--- src/rtl/mdu_sequencer.sv ---
// mdu_sequencer: iterative RV64M multiply/divide unit for an in-order pipeline.
// Shift-add multiply over a 2*DATA_WIDTH accumulator and restoring divide,
// one radix-2 step per cycle, holding the execute stage via o_stall_exec.
//
// Optional feature macro: MDU_EARLY_OUT_EN
//   When defined, divide-by-zero, signed divide overflow and multiply with a
//   zero operand skip the iteration loop through a one-cycle EARLY state.
//   When undefined, every operation runs the full DATA_WIDTH iterations.
module mdu_sequencer #(
    parameter int DATA_WIDTH = 64,
    parameter int CNT_W      = 7
) (
    input  logic                  i_clk,
    input  logic                  i_arst,
    input  logic                  i_start,
    input  logic [2:0]            i_op,
    input  logic [DATA_WIDTH-1:0] i_src1,
    input  logic [DATA_WIDTH-1:0] i_src2,
    input  logic                  i_flush,
    input  logic                  i_stall_mem,
    output logic                  o_stall_exec,
    output logic                  o_done,
    output logic [DATA_WIDTH-1:0] o_result,
    output logic                  o_busy
);

    localparam int DW = DATA_WIDTH;
    localparam int PW = 2 * DATA_WIDTH;

    localparam logic [2:0] OP_MUL    = 3'd0;
    localparam logic [2:0] OP_MULH   = 3'd1;
    localparam logic [2:0] OP_MULHSU = 3'd2;
    localparam logic [2:0] OP_MULHU  = 3'd3;
    localparam logic [2:0] OP_DIV    = 3'd4;
    localparam logic [2:0] OP_DIVU   = 3'd5;
    localparam logic [2:0] OP_REM    = 3'd6;
    localparam logic [2:0] OP_REMU   = 3'd7;

    localparam logic [CNT_W-1:0] CNT_INIT = CNT_W'(DATA_WIDTH);
    localparam logic [CNT_W-1:0] CNT_ONE  = {{(CNT_W-1){1'b0}}, 1'b1};
    localparam logic [CNT_W-1:0] CNT_ZERO = {CNT_W{1'b0}};

    localparam logic [DW-1:0] D_ZERO = {DW{1'b0}};
    localparam logic [DW-1:0] D_ONES = {DW{1'b1}};
    localparam logic [DW-1:0] D_MIN  = {1'b1, {(DW-1){1'b0}}};
    localparam logic [PW-1:0] P_ZERO = {PW{1'b0}};

`ifdef MDU_EARLY_OUT_EN
    typedef enum logic [1:0] {
        ST_IDLE  = 2'd0,
        ST_CALC  = 2'd1,
        ST_DONE  = 2'd2,
        ST_EARLY = 2'd3
    } state_e;
`else
    typedef enum logic [1:0] {
        ST_IDLE = 2'd0,
        ST_CALC = 2'd1,
        ST_DONE = 2'd2
    } state_e;
`endif

    // Final result formation: sign fix-up of the magnitude result plus the
    // architecturally defined divide-by-zero and overflow values.
    function automatic logic [DW-1:0] final_result(
        input logic [2:0]    op,
        input logic [PW-1:0] acc,
        input logic          neg,
        input logic          div0,
        input logic          ovf,
        input logic [DW-1:0] src1
    );
        logic [PW-1:0] prod;
        logic [DW-1:0] quo;
        logic [DW-1:0] rem;
        logic [DW-1:0] res;
        prod = neg ? (P_ZERO - acc) : acc;
        quo  = neg ? (D_ZERO - acc[DW-1:0]) : acc[DW-1:0];
        rem  = neg ? (D_ZERO - acc[PW-1:DW]) : acc[PW-1:DW];
        case (op)
            OP_MUL:                      res = prod[DW-1:0];
            OP_MULH, OP_MULHSU, OP_MULHU: res = prod[PW-1:DW];
            OP_DIV, OP_DIVU: begin
                if (div0) begin
                    res = D_ONES;
                end else if (ovf) begin
                    res = src1;
                end else begin
                    res = quo;
                end
            end
            OP_REM, OP_REMU: begin
                if (div0) begin
                    res = src1;
                end else if (ovf) begin
                    res = D_ZERO;
                end else begin
                    res = rem;
                end
            end
            default:                     res = D_ZERO;
        endcase
        return res;
    endfunction

    // State and datapath registers
    state_e          state_q,  state_d;
    logic [2:0]      op_q,     op_d;
    logic [CNT_W-1:0] cnt_q,   cnt_d;
    logic [PW-1:0]   acc_q,    acc_d;
    logic [DW-1:0]   opnd_q,   opnd_d;
    logic [DW-1:0]   src1_q,   src1_d;
    logic            neg_q,    neg_d;
    logic            div0_q,   div0_d;
    logic            ovf_q,    ovf_d;
    logic [DW-1:0]   result_q, result_d;

    // Incoming-operation decode
    logic            in_is_div_s;
    logic            in_s1_signed_s;
    logic            in_s2_signed_s;
    logic            in_s1_s;
    logic            in_s2_s;
    logic [DW-1:0]   in_mag1_s;
    logic [DW-1:0]   in_mag2_s;
    logic            in_div0_s;
    logic            in_ovf_s;
    logic            in_neg_s;

    // One-iteration datapath
    logic [DW:0]     mul_sum_s;
    logic [PW-1:0]   mul_next_s;
    logic [DW:0]     div_trial_s;
    logic            div_qbit_s;
    logic [PW-1:0]   div_next_s;

    // Decode operand signs, magnitudes and special cases of the incoming op
    always_comb begin
        in_is_div_s    = i_op[2];
        in_s1_signed_s = (i_op == OP_MULH) || (i_op == OP_MULHSU) ||
                         (i_op == OP_DIV)  || (i_op == OP_REM);
        in_s2_signed_s = (i_op == OP_MULH) || (i_op == OP_DIV) || (i_op == OP_REM);
        in_s1_s        = in_s1_signed_s & i_src1[DW-1];
        in_s2_s        = in_s2_signed_s & i_src2[DW-1];
        in_mag1_s      = in_s1_s ? (D_ZERO - i_src1) : i_src1;
        in_mag2_s      = in_s2_s ? (D_ZERO - i_src2) : i_src2;
        in_div0_s      = in_is_div_s && (i_src2 == D_ZERO);
        in_ovf_s       = ((i_op == OP_DIV) || (i_op == OP_REM)) &&
                         (i_src1 == D_MIN) && (i_src2 == D_ONES);
        // Remainder takes the dividend sign; product and quotient take s1^s2
        in_neg_s       = (i_op == OP_REM) ? in_s1_s : (in_s1_s ^ in_s2_s);
    end

`ifdef MDU_EARLY_OUT_EN
    logic in_early_s;

    // Operations whose result is known without iterating
    always_comb begin
        in_early_s = in_div0_s || in_ovf_s ||
                     (!in_is_div_s && ((i_src1 == D_ZERO) || (i_src2 == D_ZERO)));
    end
`endif

    // Single radix-2 step: shift-add multiply and restoring divide
    always_comb begin
        // Multiply: low half holds the remaining multiplier bits, high half the
        // partial product; the adder carry shifts into the top bit.
        mul_sum_s   = {1'b0, acc_q[PW-1:DW]} +
                      (acc_q[0] ? {1'b0, opnd_q} : {(DW+1){1'b0}});
        mul_next_s  = {mul_sum_s, acc_q[DW-1:1]};
        // Divide: high half is the partial remainder, low half shifts the
        // dividend out and the quotient bits in.
        div_trial_s = acc_q[PW-1:DW-1] - {1'b0, opnd_q};
        div_qbit_s  = ~div_trial_s[DW];
        div_next_s  = {(div_qbit_s ? div_trial_s[DW-1:0] : acc_q[PW-2:DW-1]),
                       acc_q[DW-2:0], div_qbit_s};
    end

    // Next-state and datapath update
    always_comb begin
        state_d  = state_q;
        op_d     = op_q;
        cnt_d    = cnt_q;
        acc_d    = acc_q;
        opnd_d   = opnd_q;
        src1_d   = src1_q;
        neg_d    = neg_q;
        div0_d   = div0_q;
        ovf_d    = ovf_q;
        result_d = result_q;

        if (i_flush) begin
            // Killed instruction: drop whatever is in flight
            state_d = ST_IDLE;
        end else begin
            case (state_q)
                ST_IDLE: begin
                    if (i_start) begin
                        op_d   = i_op;
                        cnt_d  = CNT_INIT;
                        opnd_d = in_is_div_s ? in_mag2_s : in_mag1_s;
                        acc_d  = {D_ZERO, (in_is_div_s ? in_mag1_s : in_mag2_s)};
                        src1_d = i_src1;
                        neg_d  = in_neg_s;
                        div0_d = in_div0_s;
                        ovf_d  = in_ovf_s;
`ifdef MDU_EARLY_OUT_EN
                        if (in_early_s) begin
                            state_d = ST_EARLY;
                        end else begin
                            state_d = ST_CALC;
                        end
`else
                        state_d = ST_CALC;
`endif
                    end else begin
                        state_d = ST_IDLE;
                    end
                end
                ST_CALC: begin
                    acc_d = op_q[2] ? div_next_s : mul_next_s;
                    cnt_d = cnt_q - CNT_ONE;
                    if (cnt_q == CNT_ONE) begin
                        state_d  = ST_DONE;
                        result_d = final_result(op_q, acc_d, neg_q, div0_q, ovf_q, src1_q);
                    end else begin
                        state_d = ST_CALC;
                    end
                end
                ST_DONE: begin
                    if (i_stall_mem) begin
                        state_d = ST_DONE;
                    end else begin
                        state_d = ST_IDLE;
                    end
                end
`ifdef MDU_EARLY_OUT_EN
                ST_EARLY: begin
                    // Zero product, or a div0/overflow value picked by the flags
                    result_d = final_result(op_q, P_ZERO, neg_q, div0_q, ovf_q, src1_q);
                    state_d  = ST_DONE;
                end
`endif
                default: begin
                    state_d = ST_IDLE;
                end
            endcase
        end
    end

    // State and datapath registers with asynchronous reset
    always_ff @(posedge i_clk or posedge i_arst) begin
        if (i_arst) begin
            state_q  <= ST_IDLE;
            op_q     <= 3'd0;
            cnt_q    <= CNT_ZERO;
            acc_q    <= P_ZERO;
            opnd_q   <= D_ZERO;
            src1_q   <= D_ZERO;
            neg_q    <= 1'b0;
            div0_q   <= 1'b0;
            ovf_q    <= 1'b0;
            result_q <= D_ZERO;
        end else begin
            state_q  <= state_d;
            op_q     <= op_d;
            cnt_q    <= cnt_d;
            acc_q    <= acc_d;
            opnd_q   <= opnd_d;
            src1_q   <= src1_d;
            neg_q    <= neg_d;
            div0_q   <= div0_d;
            ovf_q    <= ovf_d;
            result_q <= result_d;
        end
    end

    // Pipeline handshake outputs; the IDLE term lets the stall assert in the
    // same cycle the instruction is accepted.
    always_comb begin
        o_stall_exec = ((state_q == ST_IDLE) && i_start && !i_flush) ||
`ifdef MDU_EARLY_OUT_EN
                       (state_q == ST_EARLY) ||
`endif
                       (state_q == ST_CALC);
        o_done       = (state_q == ST_DONE) && !i_flush;
        o_busy       = (state_q != ST_IDLE);
        o_result     = result_q;
    end

endmodule
--- config.mk ---
export PLATFORM = sky130hd
export DESIGN_NAME = mdu_sequencer
export DESIGN_NICKNAME = d
export VERILOG_FILES = /design/src/rtl/mdu_sequencer.sv
export SDC_FILE = /design/constraint.sdc
export NUM_CORES = 2
export LEC_CHECK = 0
export CELL_PAD_IN_SITES_DETAIL_PLACEMENT = 1
export CELL_PAD_IN_SITES_GLOBAL_PLACEMENT = 1
export CORE_UTILIZATION = 35
export DETAILED_ROUTE_END_ITERATION = 10
export PLACE_DENSITY = 0.76
export SLEW_MARGIN = 20
export SYNTH_ARGS = -nofsm -noshare
export SYNTH_HDL_FRONTEND = slang
export SYNTH_SLANG_ARGS = --single-unit
--- constraint.sdc ---
create_clock -name i_clk -period 22.6 [get_ports i_clk]
set_clock_uncertainty 0.15 [all_clocks]
set_input_delay 6.78 -clock i_clk [delete_from_list [all_inputs] [get_ports i_clk]]
set_output_delay 6.78 -clock i_clk [all_outputs]
set_load 0.01 [all_outputs]
==> flow_metrics.py <==
metrics = {
    "global_routing": {
        "grt_max_degree": 154,
        "grt_usage_pct": 37.0,
        "overflow": 0,
        "antenna_found_initial": 12,
        "grt_pass1_vias": 39000,
        "grt_first_pass_wirelength_um": 277000,
    },
    "setup_path": {
        "worstPathCellList": "clkdlybuf4s50_1 > nor2_1 > nand3b_1 > nand2_1 > clkdlybuf4s50_1",
        "crit_required_ps": 15670,
        "arrival_ps": 8320,
        "end_kind": "output port",
        "cp-start-kind": "input port",
        "critPathMaxFanout": 4,
        "worst_path_dominant_cell_family": "buffers and inverters",
        "crit_type": "input port to output port",
        "crit_slowest_cell": "clkdlybuf4s50_1",
        "crit_buf_inv": 2,
        "cp_slowest_stage_delay_ps": 540,
        "worst_r2r_path_depth": 29,
        "crit_path_frequent_cell": "clkdlybuf4s50_1",
        "crit_cells": 5,
    },
    "synthesis": {
        "synth_top_cell_by_area": "dfrtp_1",
        "ys.flop_type": "dfrtp_1",
        "synth-edff-count": 0,
        "yosys_warnings": 0,
        "netlist_instances": 4912,
        "synth_top_area_share_pct": 23.8,
        "synthArstFlopShare_pct": 100,
        "yosysSeqAreaShare_pct": 23.8,
        "synth.area.top_cells": "dfrtp_1 24%, nand2_1 8.6%, a21oi_1 6.1%, o21ai_0 6.1%, xnor2_1 5.2%",
        "syn_avg_cell_area_um2": 7.16,
        "ys_ff_latch": 335,
        "syn_area_mm2": 0.0352,
        "synthDistinctLibCells": 106,
        "syn-num-nets": 5185,
    },
    "sta": {
        "finalHoldViolCount": 0,
        "rsz0062_at_grt": "no",
        "fin_tns_setup_ps": 0,
        "drv_slew": 0,
        "timing.final.crit_share_pct": 67.5,
        "fmax_mhz": 65.6,
        "tightestPinTransition_ps": 1290,
        "fin_crit_ps": 15250,
        "finalSetupViolCount": 0,
        "maxSlewHeadroom_pct": 13.3,
    },
    "power": {
        "clock_power_share_pct": 12.9,
        "pwr-share-seq_pct": 18.3,
        "p_leak_nw": 16.2,
        "switching_share_pct": 57.3,
        "internal-power_mw": 2.63,
        "p_sw_mw": 3.53,
        "combPwrFrac_pct": 68.8,
        "peakVddDrop_mv": 0.0618,
        "power_density_mw_per_mm2": 154,
    },
    "drt": {
        "ant_nets": 0,
        "vias": 40100,
        "via_per_inst": 6.40,
        "firstDrtPassIters": 6,
        "wirelength_um": 193000,
        "drt-initial-drc-count": 4047,
        "remaining_drc_errors": 0,
        "detail_route.wl_per_cell_um": 30.8,
    },
    "die": {
        "chipHeight_um": 319,
        "die_x_um": 319,
        "pin_count": 203,
        "start_util_pct": 35.5,
        "rows": 115,
        "dieArea_mm2": 0.102,
        "core_mm2": 0.0990,
    },
    "clock_tree": {
        "holdBufCountCts": 0,
        "postCtsSetupRepairBufs": 0,
        "numCtsBuffers": 45,
        "clock_latency_ps": 620,
        "cts.sinks": 335,
        "htree_levels": 2,
        "cts_buffer_depth": 3,
        "clockRootBuffer": "clkbuf_16",
        "tritoncts": "done",
        "cts_resized": 0,
        "clkTransAtPathRegs_ps": 50,
    },
    "run_status": {
        "status": "completed",
    },
    "final_layout": {
        "drive_gt1_share_pct": 5.34,
        "nNetsFinal": 5221,
        "layout_common_cells": "800 x nand2_1, 459 x nor2_1, 431 x a21oi_1, 431 x o21ai_0, 332 x dfrtp_1",
        "fin_cells": 6273,
        "num-fill-cells": 12400,
        "mostFrequentLayoutCell": "nand2_1",
        "area_growth_pct": 13.7,
    },
    "worst_hold_path": {
        "hold_path.class": "flip-flop to flip-flop",
        "hold_depth": 2,
    },
    "place": {
        "hpwlAfterDp_um": 155000,
        "post-place-cells": 6187,
        "portBuffers": 202,
        "gp_congestion": 1.05,
    },
    "flow_run": {
        "maxCapViolCount": 0,
    },
}
-- worst register-to-register path: cells and delay by family, from the launching register on --
kind                       cells  cell delay, ps
AOI/OAI and AO/OA             11            3180
xor gates and xnor gates       1             100
adders and majority gates      2             600
buffers and inverters          4             750
DFF                            1             610
and+or+nand+nor               11            3790
-- per-stage QoR --
step	hold slack (ps)	instance area (um2)	worst slack, ps	utilization, %	total power, mW
after floorplan	287	35200	6390	-	3.56
after global placement	307	38300	7380	38.7	5.15
after detailed placement	331	38400	7370	38.7	5.21
after CTS	343	39900	7350	40.3	6.02
after global routing	367	40000	7290	40.4	6.42
final	332	40000	7350	40.4	6.16
-- final timing paths --
check                                   startpoint  slack, ps                       end
min in group asynchronous                   i_arst       6510      cnt_q[4]$_DFFE_PP0P_
hold reg to reg            o_result[3]$_DFFE_PP0P_        330   o_result[3]$_DFFE_PP0P_
setup / recovery                           i_flush       7350              o_stall_exec
max in group asynchronous                   i_arst      13330         ovf_q$_DFFE_PP0P_
setup reg to reg            opnd_q[27]$_DFFE_PP0P_      13290  o_result[54]$_DFFE_PP0P_
hold / removal             o_result[3]$_DFFE_PP0P_        330   o_result[3]$_DFFE_PP0P_
-- per-layer routing --
| layer | global-route usage [%] | vias to the layer above | share of wire [%] |
|---|---|---|---|
| li1 | - | 17800 | - |
| met1 | 47.3 | 20100 | 40 |
| met2 | 56.5 | 1787 | 43 |
| met3 | 6.97 | 441 | 8.8 |
| met4 | 24.8 | 8 | 7.9 |
| met5 | 0 | - | 0.032 |
-- cell type report --
cell class	count	area, um2	area share, %
Clock inverter	25	298	0.745
Timing Repair Buffer	290	2730	6.82
Antenna cell	2	5.00	0.0125
Clock buffer	58	1290	3.22
Inverter	139	529	1.32
Sequential cell	335	8390	21.0
Multi-Input combinational cell	4137	25100	62.9
Tap cell	1287	1610	4.03
-- kinds of logic after synthesis --
| kind of cell | share of synthesized area [%] |
|---|---|
| simple gates | 25.6 |
| compound gates | 27.9 |
| buf+inv | 4.92 |
| xor+xnor | 9.69 |
| flops | 23.8 |
| fa+ha+maj | 4.92 |
| mux | 3.18 |
-- power by group through the flow --
| stage | Sequential [mW] | Combinational (mW) | Clock [mW] |
|---|---|---|---|
| 6_report | 1.13 | 4.24 | 0.794 |
| 5_1_grt | 1.13 | 4.47 | 0.815 |
| 4_1_cts | 1.11 | 4.12 | 0.796 |
| 3_5_place_dp | 1.11 | 4.09 | 0 |
| 3_3_place_gp | 1.11 | 4.04 | 0 |
| 2_1_floorplan | 0.955 | 2.60 | 0 |
-- cell usage after synthesis, types with 18 or more instances --
| master | count |
|---|---|
| nor4_1 | 53 |
| and2_1 | 95 |
| clkbuf_1 | 232 |
| or2_2 | 22 |
| o21ai_1 | 19 |
| o221ai_1 | 50 |
| buf_1 | 23 |
| and3_1 | 27 |
| a21oi_1 | 431 |
| or3_1 | 48 |
| a21o_1 | 55 |
| nand2_1 | 802 |
| xor2_1 | 180 |
| a31oi_1 | 48 |
| a211oi_1 | 55 |
| xnor2_1 | 209 |
| nand3_1 | 92 |
| o211ai_1 | 81 |
| nor2_1 | 464 |
| o22ai_1 | 36 |
| nand4_1 | 88 |
| a22o_1 | 43 |
| ha_1 | 135 |
| buf_2 | 40 |
| o21ai_0 | 431 |
| or4_1 | 32 |
| mux2i_1 | 97 |
| o21a_1 | 39 |
| o31ai_1 | 38 |
| nand2b_1 | 51 |
| o41ai_1 | 18 |
| inv_1 | 135 |
| dfrtp_1 | 335 |
| nor3_1 | 96 |
| a221oi_1 | 37 |
-- flip-flops by register name, indices dropped and copies added, names as in the netlist --
name	count
opnd_q	64
state_q	2
src1_q	64
cnt_q	7
acc_q	128
div0_q	1
o_result	64
ovf_q	1
neg_q	1
op_q	3
Note: power is estimated with default switching activity, not from simulation.
